===== src/rtl/rv32i_pkg.sv =====
// RV32I decode constants shared by the decode/issue slice:
// major opcodes and instruction field positions.
package rv32i_pkg;

  typedef enum logic [6:0] {
    OPC_LUI    = 7'b0110111,
    OPC_AUIPC  = 7'b0010111,
    OPC_JAL    = 7'b1101111,
    OPC_JALR   = 7'b1100111,
    OPC_BRANCH = 7'b1100011,
    OPC_LOAD   = 7'b0000011,
    OPC_STORE  = 7'b0100011,
    OPC_OPIMM  = 7'b0010011,
    OPC_OP     = 7'b0110011
  } opcode_e;

  localparam int unsigned OPC_LSB = 0;
  localparam int unsigned OPC_W   = 7;
  localparam int unsigned RD_LSB  = 7;
  localparam int unsigned RS1_LSB = 15;
  localparam int unsigned RS2_LSB = 20;

endpackage


===== src/rtl/issue_scoreboard.sv =====
// Busy-bit scoreboard for pending register writes. Set beats clear on the
// same register; lookups already account for this cycle's writeback clear.
module issue_scoreboard #(
  parameter int unsigned NREG = 32,
  parameter int unsigned AW   = $clog2(NREG)
) (
  input  logic          clk,
  input  logic          reset,
  input  logic          i_set_en,
  input  logic [AW-1:0] i_set_addr,
  input  logic          i_clr_en,
  input  logic [AW-1:0] i_clr_addr,
  input  logic          i_fclr_en,
  input  logic [AW-1:0] i_fclr_addr,
  input  logic [AW-1:0] i_rs1_addr,
  input  logic [AW-1:0] i_rs2_addr,
  input  logic [AW-1:0] i_rd_addr,
  output logic          o_rs1_busy,
  output logic          o_rs2_busy,
  output logic          o_rd_busy
);

  logic [NREG-1:0] r_busy;
  logic [NREG-1:0] w_busy_next;

  always_comb begin
    w_busy_next = r_busy;
    if (i_clr_en)  w_busy_next[i_clr_addr]  = 1'b0;
    if (i_fclr_en) w_busy_next[i_fclr_addr] = 1'b0;
    if (i_set_en)  w_busy_next[i_set_addr]  = 1'b1;
    w_busy_next[0] = 1'b0;
  end

  always_ff @(posedge clk or posedge reset) begin
    if (reset) r_busy <= '0;
    else       r_busy <= w_busy_next;
  end

  assign o_rs1_busy = (i_rs1_addr != '0) && r_busy[i_rs1_addr] &&
                      !(i_clr_en && (i_clr_addr == i_rs1_addr));
  assign o_rs2_busy = (i_rs2_addr != '0) && r_busy[i_rs2_addr] &&
                      !(i_clr_en && (i_clr_addr == i_rs2_addr));
  assign o_rd_busy  = (i_rd_addr != '0) && r_busy[i_rd_addr] &&
                      !(i_clr_en && (i_clr_addr == i_rd_addr));

endmodule


===== src/rtl/decode_issue_stage.sv =====
// RV32I decode/issue stage: source decode, RAW/WAW stall against the busy
// scoreboard, writeback bypass, and a registered handoff to execute.
module decode_issue_stage
  import rv32i_pkg::*;
#(
  parameter int unsigned XLEN = 32,
  parameter int unsigned NREG = 32
) (
  input  logic                     clk,
  input  logic                     reset,
  input  logic                     flush,
  input  logic                     in_valid,
  output logic                     in_ready,
  input  logic [XLEN-1:0]          in_instr,
  input  logic [XLEN-1:0]          in_pc,
  output logic [$clog2(NREG)-1:0]  rf_read_addr_1,
  output logic [$clog2(NREG)-1:0]  rf_read_addr_2,
  input  logic [XLEN-1:0]          rf_read_data_1,
  input  logic [XLEN-1:0]          rf_read_data_2,
  input  logic                     wb_valid,
  input  logic [$clog2(NREG)-1:0]  wb_addr,
  input  logic [XLEN-1:0]          wb_data,
  output logic                     out_valid,
  input  logic                     out_ready,
  output logic [XLEN-1:0]          out_instr,
  output logic [XLEN-1:0]          out_pc,
  output logic [XLEN-1:0]          out_rs1_data,
  output logic [XLEN-1:0]          out_rs2_data,
  output logic [$clog2(NREG)-1:0]  out_rd,
  output logic                     out_reg_write,
  output logic                     out_illegal
);

  localparam int unsigned AW = $clog2(NREG);

  logic [OPC_W-1:0] w_opc;
  logic [AW-1:0]    w_rd, w_rs1, w_rs2;
  logic             w_use1, w_use2, w_wcls, w_illegal, w_reg_write;
  logic             w_rs1_busy, w_rs2_busy, w_rd_busy, w_hazard, w_fire;
  logic [XLEN-1:0]  w_op1, w_op2;

  logic             r_valid, r_reg_write, r_illegal;
  logic [XLEN-1:0]  r_instr, r_pc, r_rs1_data, r_rs2_data;
  logic [AW-1:0]    r_rd;

  assign w_opc = in_instr[OPC_LSB +: OPC_W];
  assign w_rd  = in_instr[RD_LSB  +: AW];
  assign w_rs1 = in_instr[RS1_LSB +: AW];
  assign w_rs2 = in_instr[RS2_LSB +: AW];

  assign rf_read_addr_1 = w_rs1;
  assign rf_read_addr_2 = w_rs2;

  always_comb begin
    w_use1    = 1'b0;
    w_use2    = 1'b0;
    w_wcls    = 1'b0;
    w_illegal = 1'b0;
    case (w_opc)
      OPC_LUI, OPC_AUIPC, OPC_JAL:   w_wcls = 1'b1;
      OPC_JALR, OPC_LOAD, OPC_OPIMM: begin w_use1 = 1'b1; w_wcls = 1'b1; end
      OPC_OP:                        begin w_use1 = 1'b1; w_use2 = 1'b1; w_wcls = 1'b1; end
      OPC_BRANCH, OPC_STORE:         begin w_use1 = 1'b1; w_use2 = 1'b1; end
      default:                       w_illegal = 1'b1;
    endcase
  end

  assign w_reg_write = w_wcls && (w_rd != '0);

  // Unused sources read as zero so execute never sees immediate bits as data.
  always_comb begin
    w_op1 = '0;
    w_op2 = '0;
    if (w_use1 && (w_rs1 != '0))
      w_op1 = (wb_valid && (wb_addr == w_rs1)) ? wb_data : rf_read_data_1;
    if (w_use2 && (w_rs2 != '0))
      w_op2 = (wb_valid && (wb_addr == w_rs2)) ? wb_data : rf_read_data_2;
  end

  issue_scoreboard #(.NREG(NREG), .AW(AW)) u_scoreboard (
    .clk        (clk),
    .reset      (reset),
    .i_set_en   (w_fire && w_reg_write),
    .i_set_addr (w_rd),
    .i_clr_en   (wb_valid),
    .i_clr_addr (wb_addr),
    .i_fclr_en  (flush && r_valid && r_reg_write),
    .i_fclr_addr(r_rd),
    .i_rs1_addr (w_rs1),
    .i_rs2_addr (w_rs2),
    .i_rd_addr  (w_rd),
    .o_rs1_busy (w_rs1_busy),
    .o_rs2_busy (w_rs2_busy),
    .o_rd_busy  (w_rd_busy)
  );

  assign w_hazard = (w_use1 && w_rs1_busy) || (w_use2 && w_rs2_busy) ||
                    (w_reg_write && w_rd_busy);
  assign in_ready = !w_hazard && (!r_valid || out_ready) && !flush;
  assign w_fire   = in_valid && in_ready;

  always_ff @(posedge clk or posedge reset) begin
    if (reset) begin
      r_valid     <= 1'b0;
      r_instr     <= '0;
      r_pc        <= '0;
      r_rs1_data  <= '0;
      r_rs2_data  <= '0;
      r_rd        <= '0;
      r_reg_write <= 1'b0;
      r_illegal   <= 1'b0;
    end else begin
      if (flush)          r_valid <= 1'b0;
      else if (w_fire)    r_valid <= 1'b1;
      else if (out_ready) r_valid <= 1'b0;
      if (w_fire) begin
        r_instr     <= in_instr;
        r_pc        <= in_pc;
        r_rs1_data  <= w_op1;
        r_rs2_data  <= w_op2;
        r_rd        <= w_rd;
        r_reg_write <= w_reg_write;
        r_illegal   <= w_illegal;
      end
    end
  end

  assign out_valid     = r_valid;
  assign out_instr     = r_instr;
  assign out_pc        = r_pc;
  assign out_rs1_data  = r_rs1_data;
  assign out_rs2_data  = r_rs2_data;
  assign out_rd        = r_rd;
  assign out_reg_write = r_reg_write;
  assign out_illegal   = r_illegal;

endmodule


===== config.mk =====
export PLATFORM = sky130hd
export DESIGN_NAME = decode_issue_stage
export DESIGN_NICKNAME = d
export VERILOG_FILES = /design/src/rtl/rv32i_pkg.sv /design/src/rtl/issue_scoreboard.sv /design/src/rtl/decode_issue_stage.sv
export SDC_FILE = /design/constraint.sdc
export NUM_CORES = 1
export LEC_CHECK = 0
export CORE_ASPECT_RATIO = 0.8
export CORE_MARGIN = 1
export CORE_UTILIZATION = 46
export CTS_BUF_LIST = sky130_fd_sc_hd__clkbuf_16
export DETAILED_ROUTE_END_ITERATION = 8
export PLACE_DENSITY = 0.81
export RECOVER_POWER = 25
export SLEW_MARGIN = 20
export SYNTH_ARGS = -nofsm -noshare
export SYNTH_HDL_FRONTEND = slang
export SYNTH_HIERARCHICAL = 1
export SYNTH_SLANG_ARGS = --single-unit

===== constraint.sdc =====
create_clock -name clk -period 6 [get_ports clk]
set_clock_uncertainty 0.15 [all_clocks]
set_input_delay 1.2 -clock clk [delete_from_list [all_inputs] [get_ports clk]]
set_output_delay 1.2 -clock clk [all_outputs]
set_load 0.01 [all_outputs]

==> results_dict.tcl <==
set metrics [dict create \
    status "finished, violations left" \
    violations "capacitance limit, slew limit" \
    multi_input_area_um2 4710 \
    whs_path_depth 2 \
    gp_congestion 1.00 \
    die_w_um 160 \
    numCtsBuffers 17 \
    avgSynthCellArea_um2 11.8 \
    wl_um 31300 \
    max_stage_delay_ps 870 \
    cts_resized 0 \
    clock-sinks 162 \
    worstSetupStartpointType "input port" \
    hold_path.class "flip-flop to flip-flop" \
    crit_family "buffers and inverters" \
    cp_cell_sequence "clkdlybuf4s50_1 > mux4_2 > nor2_1 > o32ai_1 > a32o_1 > nand3_1 > a31oi_4 > nor4b_1 > clkdlybuf4s50_1" \
    relSlewSlack_pct -138 \
    setup_viol 0 \
    crit_path_end_kind "output port" \
    dp_hpwl_um 22400 \
    dieHeight_um 128 \
    rows 45 \
    ios 318 \
    yosys_warnings 6 \
    core_um2 19300 \
    rsz0062_at_grt "false" \
    clk_pin_slew_ps 70 \
    holdPathEnd "out_rs1_data[12]$_DFFE_PP0P_" \
    period_minus_slack_ps 5730 \
    clock-root-buffer "clkbuf_16" \
    hold_buffers 0 \
    ys.flop_type "dfrtp_1" \
    hp-start "out_rs1_data[12]$_DFFE_PP0P_" \
    port_buffers 317 \
    r2r.worst_path.cells 11 \
    power.total_uw 3090 \
    fin_nets 1226 \
    yosysTopAreaCell "dfrtp_1" \
    required_ps 4650 \
    clockBufferDepth 2 \
    die-area_um2 20500 \
    postSynthNetCount 951 \
    worst-path-buf-inv 2 \
    power.leakage_uw 0.00517 \
    synth.ff_latch_count 162 \
    crit_type "input port to output port" \
    synth_fa_ha_area_share_pct 0 \
    drive_gt1_share_pct 15.6 \
    synth_edf_count 0 \
    grt_antenna_before_repair 0 \
    wl_per_cell_um 23.6 \
    clock_latency_ps 440 \
    final_hold_viol_count 0 \
    r2r_slack_ps 2030 \
    grt_remaining_overflow 0 \
    worstPathArrival_ps 4380 \
    routed-via-count 8167 \
    maxSlewViolCount 126 \
    final_core_util_pct 68.2 \
    crit_start "in_instr[17]" \
    slowest_stage "clkdlybuf4s50_1" \
    cts_tree "done" \
    area_growth_pct 43.2 \
    synth.area.top_cells "dfrtp_1, o31ai_1, mux2_2, mux2i_1, mux4_1" \
    post_cts_buffers 0 \
    worst_r2r_endpoint "u_scoreboard/r_busy[12]$_DFF_PP0_" \
    synthSimpleGateAreaFrac_pct 7.78 \
    final_common_cell "clkdlybuf4s50_1" \
    grt_pass1_wl_um 47300 \
    start_util_pct 47.6 \
    fin_crit_sh_pct 95.5 \
    timing.setup.tns_ps 0 \
    synth_area_um2 9170 \
    power_density_nw_per_um2 235 \
    synth_top_area_share_pct 44.2 \
    num-fill-cells 1470 \
    fmax_mhz 174 \
    seq_area_um2 4050 \
    ys_types 57 \
    gr-usage-all-layers_pct 30.4 \
    synth_xor_xnor_area_share_pct 2.10 \
    drc 0 \
    synthCells 780 \
    drv_cap 2 \
    synth_top_family_by_area "multiplexers" \
    first_iter_violations 946 \
    grt_max_degree 94 \
    cpMostUsedCell "clkdlybuf4s50_1" \
    worstPathMaxFanout 14 \
    reg2reg_from "u_scoreboard/r_busy[28]$_DFF_PP0_" \
    drt.antenna.violating_nets 0 \
    final_cell_mix "clkdlybuf4s50_1, dfrtp_1, o31ai_1" \
    async_flop_share_pct 100 \
    grt_pass1_vias 7898 \
    htree_levels 4 \
    worst_slew_pin_slew_ps 3570 \
    synth_compound_area_share_pct 18.3 \
    synth_mux_area_share_pct 22.6 \
    drt-vias-per-instance 6.15 \
    firstDrtPassIters 6 \
    peakVddDrop_mv 0.175 \
    yosysSeqAreaShare_pct 44.2 \
]
layer usage:
metal / share of wire, % / vias to the layer above / GRT usage (%)
met5: 0 / - / 0
met4: 4.0 / 0 / 12.4
met3: 8.6 / 92 / 6.92
met2: 46 / 492 / 47.0
met1: 41 / 4012 / 41.5
li1: - / 3571 / -
where the power goes:
group          switching, µW  total [µW]  internal (µW)
Clock                    539        1150            608
Combinational            290         687            396
Sequential              69.3        1250           1180
Total                    898        3090           2190
state kept, by name, indices dropped and copies added, names as in the netlist:
name,count
out_illegal,1
out_rs2_data,32
u_scoreboard/r_busy,31
out_pc,32
out_instr,32
out_valid,1
out_reg_write,1
out_rs1_data,32
Yosys cell counts (3+ instances only):
| cell type | n |
|---|---|
| a21oi_1 | 8 |
| a22o_1 | 16 |
| a22oi_1 | 19 |
| and3_1 | 7 |
| and3b_1 | 9 |
| buf_2 | 15 |
| buf_4 | 15 |
| buf_6 | 5 |
| clkbuf_1 | 52 |
| dfrtp_1 | 162 |
| inv_1 | 3 |
| mux2_2 | 72 |
| mux2i_1 | 79 |
| mux4_1 | 12 |
| mux4_2 | 6 |
| nand2_1 | 24 |
| nand2b_1 | 6 |
| nand3_1 | 13 |
| nand3b_1 | 10 |
| nand4_1 | 5 |
| nor2_1 | 9 |
| nor2b_1 | 5 |
| nor3_1 | 3 |
| nor3b_1 | 12 |
| nor4_1 | 5 |
| o211ai_1 | 4 |
| o21ai_0 | 20 |
| o31ai_1 | 111 |
| o31ai_2 | 18 |
| xnor2_1 | 14 |
| xor2_1 | 8 |
kinds of logic (layout without fill, tap and decap cells):
group | count (synthesis) | after routing
AO/OA/AOI/OAI | 215 | 215
buffers and inverters | 91 | 379
multiplexers | 171 | 171
AND/OR/NAND/NOR | 119 | 119
XOR/XNOR | 22 | 22
other | 0 | 1
flip-flops | 162 | 162
worst max-delay path by stage:
| stage | slack, ps | cells after the start | end |
|---|---|---|---|
| after floorplan | 1150 | 1 | out_illegal$_DFFE_PP0P_ |
| after global placement | 420 | 9 | in_ready |
| after detailed placement | 350 | 9 | in_ready |
| after CTS | 330 | 9 | in_ready |
| after global routing | 140 | 9 | in_ready |
| final | 270 | 9 | in_ready |
worst min-delay path: stages (launching register included):
cell and delay, ps:
dfrtp_1 340, o31ai_1 70, o31ai_1 60
stage by stage:
stage / hold WS, ps / area [µm²] / std cells / setup slack, ps
2_1_floorplan: 322 / 9170 / 780 / 1150
3_3_place_gp: 332 / 12500 / 1293 / 424
3_5_place_dp: 338 / 12500 / 1293 / 346
4_1_cts: 354 / 13100 / 1325 / 326
5_1_grt: 371 / 13100 / 1326 / 145
6_report: 352 / 13100 / 1327 / 267
final cells by class:
| type | count | share of cell area (%) |
|---|---|---|
| Sequential cell | 162 | 30.9 |
| Clock inverter | 15 | 1.56 |
| Timing Repair Buffer | 344 | 25.9 |
| Multi-Input combinational cell | 527 | 35.8 |
| Clock buffer | 17 | 3.24 |
| Tap cell | 258 | 2.46 |
| Antenna cell | 1 | 0.0191 |
| Inverter | 3 | 0.0858 |
(Power assumes the default switching activity.)
==> RTL change 1, RTL diff (same flow settings) <==
Make the reset (`reset`) synchronous in 2 clocked blocks.
--- a/src/rtl/issue_scoreboard.sv
+++ b/src/rtl/issue_scoreboard.sv
@@ -33,3 +33,3 @@
 
-  always_ff @(posedge clk or posedge reset) begin
+  always_ff @(posedge clk) begin
     if (reset) r_busy <= '0;
--- a/src/rtl/decode_issue_stage.sv
+++ b/src/rtl/decode_issue_stage.sv
@@ -101,3 +101,3 @@
 
-  always_ff @(posedge clk or posedge reset) begin
+  always_ff @(posedge clk) begin
     if (reset) begin
Behaviour: differs if reset is asserted again (counterexample within 4 cycles, from zero or initial values and one cycle with reset high); with reset held inactive, the same outputs for 4 cycles.
==> RTL change 1 against the unedited design <==
  * Fmax shrank 0.58%
  * Routed wire length grew 2.3%
  * Synthesized area shrank 7.8%
  * Worst hold slack lost 40 ps
  * Total power shrank 12%
  * Via count grew 8.4%
  * First-iteration DRC count shrank 4.2%
  * Register-to-register slack lost 110 ps
  * Worst setup slack lost 33 ps
  * Final area shrank 6.6%
  * Clock power grew 4%
  * Sequential cell count is the same
  * Critical path type unchanged
==> RTL change 1: results (changes against the unedited design) <==
stage,metric,value,unit,change
global_routing,gr-usage-met3,10.1,%,+3.2 points
global_routing,grt_pass1_vias,8412,,+6.5%
outcome,outcome,completed,,
cells_and_area,utilization,69.5,%,+1.3 points
routing,wl_met1,12700,um,-0.79%
cells_and_area,clock_area_share,5.23,%,+0.43 points
cells_and_area,drive_gt1_share,7.38,%,-8.3 points
timing,max_slew_margin,26.0,%,+160 points
cells_and_area,signal_buffers,343,,-0.29%
routing,met2_length,14700,um,+1.5%
yosys,synthTopCellsByArea,"dfxtp_1 38%, mux2i_1 8.2%, o2bb2ai_1 6.6%, o31ai_1 5.9%, a22oi_1 5.6%",,
setup_path,r2r_slack,1920,ps,-110 ps
cells_and_area,diodes,0,,-1
cells_and_area,fillers,1401,,-4.7%
placed_design,gp_congestion,1.06,,+5.9%
global_routing,grt_antenna_before_repair,0,,unchanged
yosys,seq_area_frac_synth,38.4,%,-5.8 points
routing,wl_met3,3460,um,+29%
routing,first_pass_iters,5,,-1
yosys,ys_async_sr_fraction,0,%,-100 points
placed_design,dp_cells,1357,,+4.9%
cells_and_area,final_net_count,1323,,+7.9%
yosys,syn_area_per_cell,9.36,sq um,-20%
setup_path,timing.rr.start,u_scoreboard/r_busy[5],,
hold_path,min_to,out_rs2_data[14],,
placed_design,dp_hpwl,21400,um,-4.1%
hold_path,hp-start,out_rs2_data[14],,
cells_and_area,multi_input_area,4680,sq um,-0.48%
yosys,syn-cell-area,8450,sq um,-7.8%
pwr,p_leak,4.41,nW,-15%
clock_tree,clockBufferDepth,2,,unchanged
cells_and_area,inv_count,5,,+2
yosys,synth_nets,1074,,+13%
global_routing,use_met2,51.8,%,+4.8 points
setup_path,r2r_end,u_scoreboard/r_busy[4],,
setup_path,ff2ff_path_depth,12,,+1
routing,wl_per_cell,23.0,um,-2.3%
global_routing,gr-usage-met1,41.2,%,-0.29 points
routing,drtIter0Drc,906,,-4.2%
timing,holdWs,312,ps,-40.0 ps
yosys,synth_common_cells,"162 x dfxtp_1, 71 x a21oi_1, 69 x mux2i_1",,
setup_path,cp_max_fo,22,,+8
cells_and_area,buf_share,27.7,%,+1.8 points
pwr,p_int,2.02,mW,-7.6%
placed_design,place_ws,305,ps,-40.9 ps
cells_and_area,seq_area,3240,sq um,-20%
timing,finalCriticalPeriod,5770,ps,+33.3 ps
global_routing,grt_start_max_net_pins,73,,-22%
global_routing,grt_pass1_wl,47500,um,+0.44%
pwr,ir_drop,0.000182,V,+4.3%
cells_and_area,multi_input_cells,623,,+18%
routing,num_vias,8857,,+8.4%
clock_tree,clk-insertion-delay-late,430,ps,
routing,vias_per_cell,6.37,,+3.5%
[RTL change 1: power by group through the flow]
stage,combinational [mW],sequential (mW),clock [mW]
after floorplan,0.177,1.15,0
after global placement,0.413,1.14,0
after detailed placement,0.417,1.14,0
after CTS,0.419,1.11,1.21
after global routing,0.444,1.12,1.26
final,0.418,1.11,1.20
[RTL change 1: logic make-up (layout without fill, tap and decap cells)]
logic type | count (synthesis) | count (layout) | synth area share [%]
AO/OA/AOI/OAI | 294 | 294 | 25.2
XOR/XNOR | 25 | 25 | 2.59
buffers and inverters | 118 | 380 | 6.47
flip-flops | 162 | 162 | 38.4
multiplexers | 91 | 91 | 13.2
AND/OR/NAND/NOR | 213 | 213 | 14.2
[RTL change 1: critical path: stages]
cell	delay, ps
clkdlybuf4s50_1	510
buf_12	170
mux2_1	340
a221oi_1	300
nor4_1	90
nor4_1	290
a31oi_1	120
a311oi_1	540
o21ai_4	110
nor2_1	120
clkdlybuf4s50_1	620
==> RTL change 2, RTL diff (same flow settings) <==
Made on the original files. The package constant `RS2_LSB` goes from 20 to 10.
--- a/src/rtl/rv32i_pkg.sv
+++ b/src/rtl/rv32i_pkg.sv
@@ -20,3 +20,3 @@
   localparam int unsigned RS1_LSB = 15;
-  localparam int unsigned RS2_LSB = 20;
+  localparam int unsigned RS2_LSB = 10;
 
Check against the original RTL: not equivalent (Yosys sat finds a counterexample within 4 cycles, from zero or initial values and one cycle with reset high).
==> RTL change 2 against the unedited design <==
  * The flow still finishes with violations (max-capacitance violations, max-slew violations)
  * Sequential cell count is the same
  * Total power shrank 1.9%
  * Synthesized area shrank 0.48%
  * Clock power shrank 5%
  * Final area shrank 1.3%
  * Routed wire length shrank 1.0%
  * Worst setup slack gained 190 ps
==> RTL change 2: results (changes against the unedited design) <==
stage,metric,value,unit,change
cells_and_area,buf_share,26.0,%,about the same
setup_path,cp_slowest_stage_delay,830,ps,-40 ps
global_routing,use_met2,47.1,%,+0.13 points
yosys,syn-cell-area,9130,sq um,-0.48%
outcome,outcome,finished with violations,,
hold_path,min_to,out_rs1_data[10],,
setup_path,cp_max_fo,12,,-2
routing,drtIter0Drc,847,,-10%
routing,num_vias,8166,,-0.012%
global_routing,gr-usage-met1,40.2,%,-1.3 points
cells_and_area,syn2layout_area_growth,42.1,%,
setup_path,r2r_slack,1980,ps,-50 ps
outcome,violations,"max-capacitance violations, max-slew violations",,
global_routing,grt_start_max_net_pins,95,,+1.1%
routing,wl_met3,2470,um,-7.8%
cells_and_area,diodes,2,,+1
yosys,synthTopCellsByArea,"dfrtp_1 44%, o31ai_1 10%, mux2_2 8.9%, mux2i_1 8.7%, mux4_1 3.5%",,
yosys,seq_area_frac_synth,44.4,%,+0.21 points
global_routing,gr-usage-met3,7.60,%,+0.68 points
global_routing,grt_pass1_vias,7734,,-2.1%
cells_and_area,drive_gt1_share,14.0,%,-1.6 points
routing,met2_length,14400,um,-0.83%
timing,drv_slew,127,,+0.79%
job,drv_cap,2,,unchanged
timing,worst_slew_pin_slew,3470,ps,-100 ps
pwr,ir_drop,0.000164,V,-6.4%
pwr,switching_power,861,uW,-4.2%
[RTL change 2: cell types whose count changed after synthesis, moves of 2 or more]
| cell | delta |
|---|---|
| buf_2 | +4 |
| or3_1 | +2 |
| o31ai_2 | -16 |
| nor2_1 | +2 |
| o31ai_1 | +16 |
| buf_4 | +5 |
| clkbuf_1 | -9 |
[RTL change 2: kinds of logic (layout without fill, tap and decap cells)]
family,after synthesis,count (layout),share of synthesized area (%)
compound gates,213,213,17.4
mux,171,171,22.7
flops,162,162,44.4
simple gates,123,123,7.98
buf+inv,92,378,5.36
xor+xnor,22,22,2.11
other cells,0,2,0
[RTL change 2: per-stage QoR]
step                utilization (%)  cells  setup slack, ps
finish                         67.5   1329              454
global route                   67.5   1327              264
detailed placement             64.5   1295              441
CTS                            67.5   1327              421
floorplan                         -    783             1150
global placement               64.5   1295              457
[RTL change 2: tightest hold or removal path: stages (launching register included)]
cell	delay (ps)
dfrtp_1	340
o31ai_1	70
o31ai_1	60
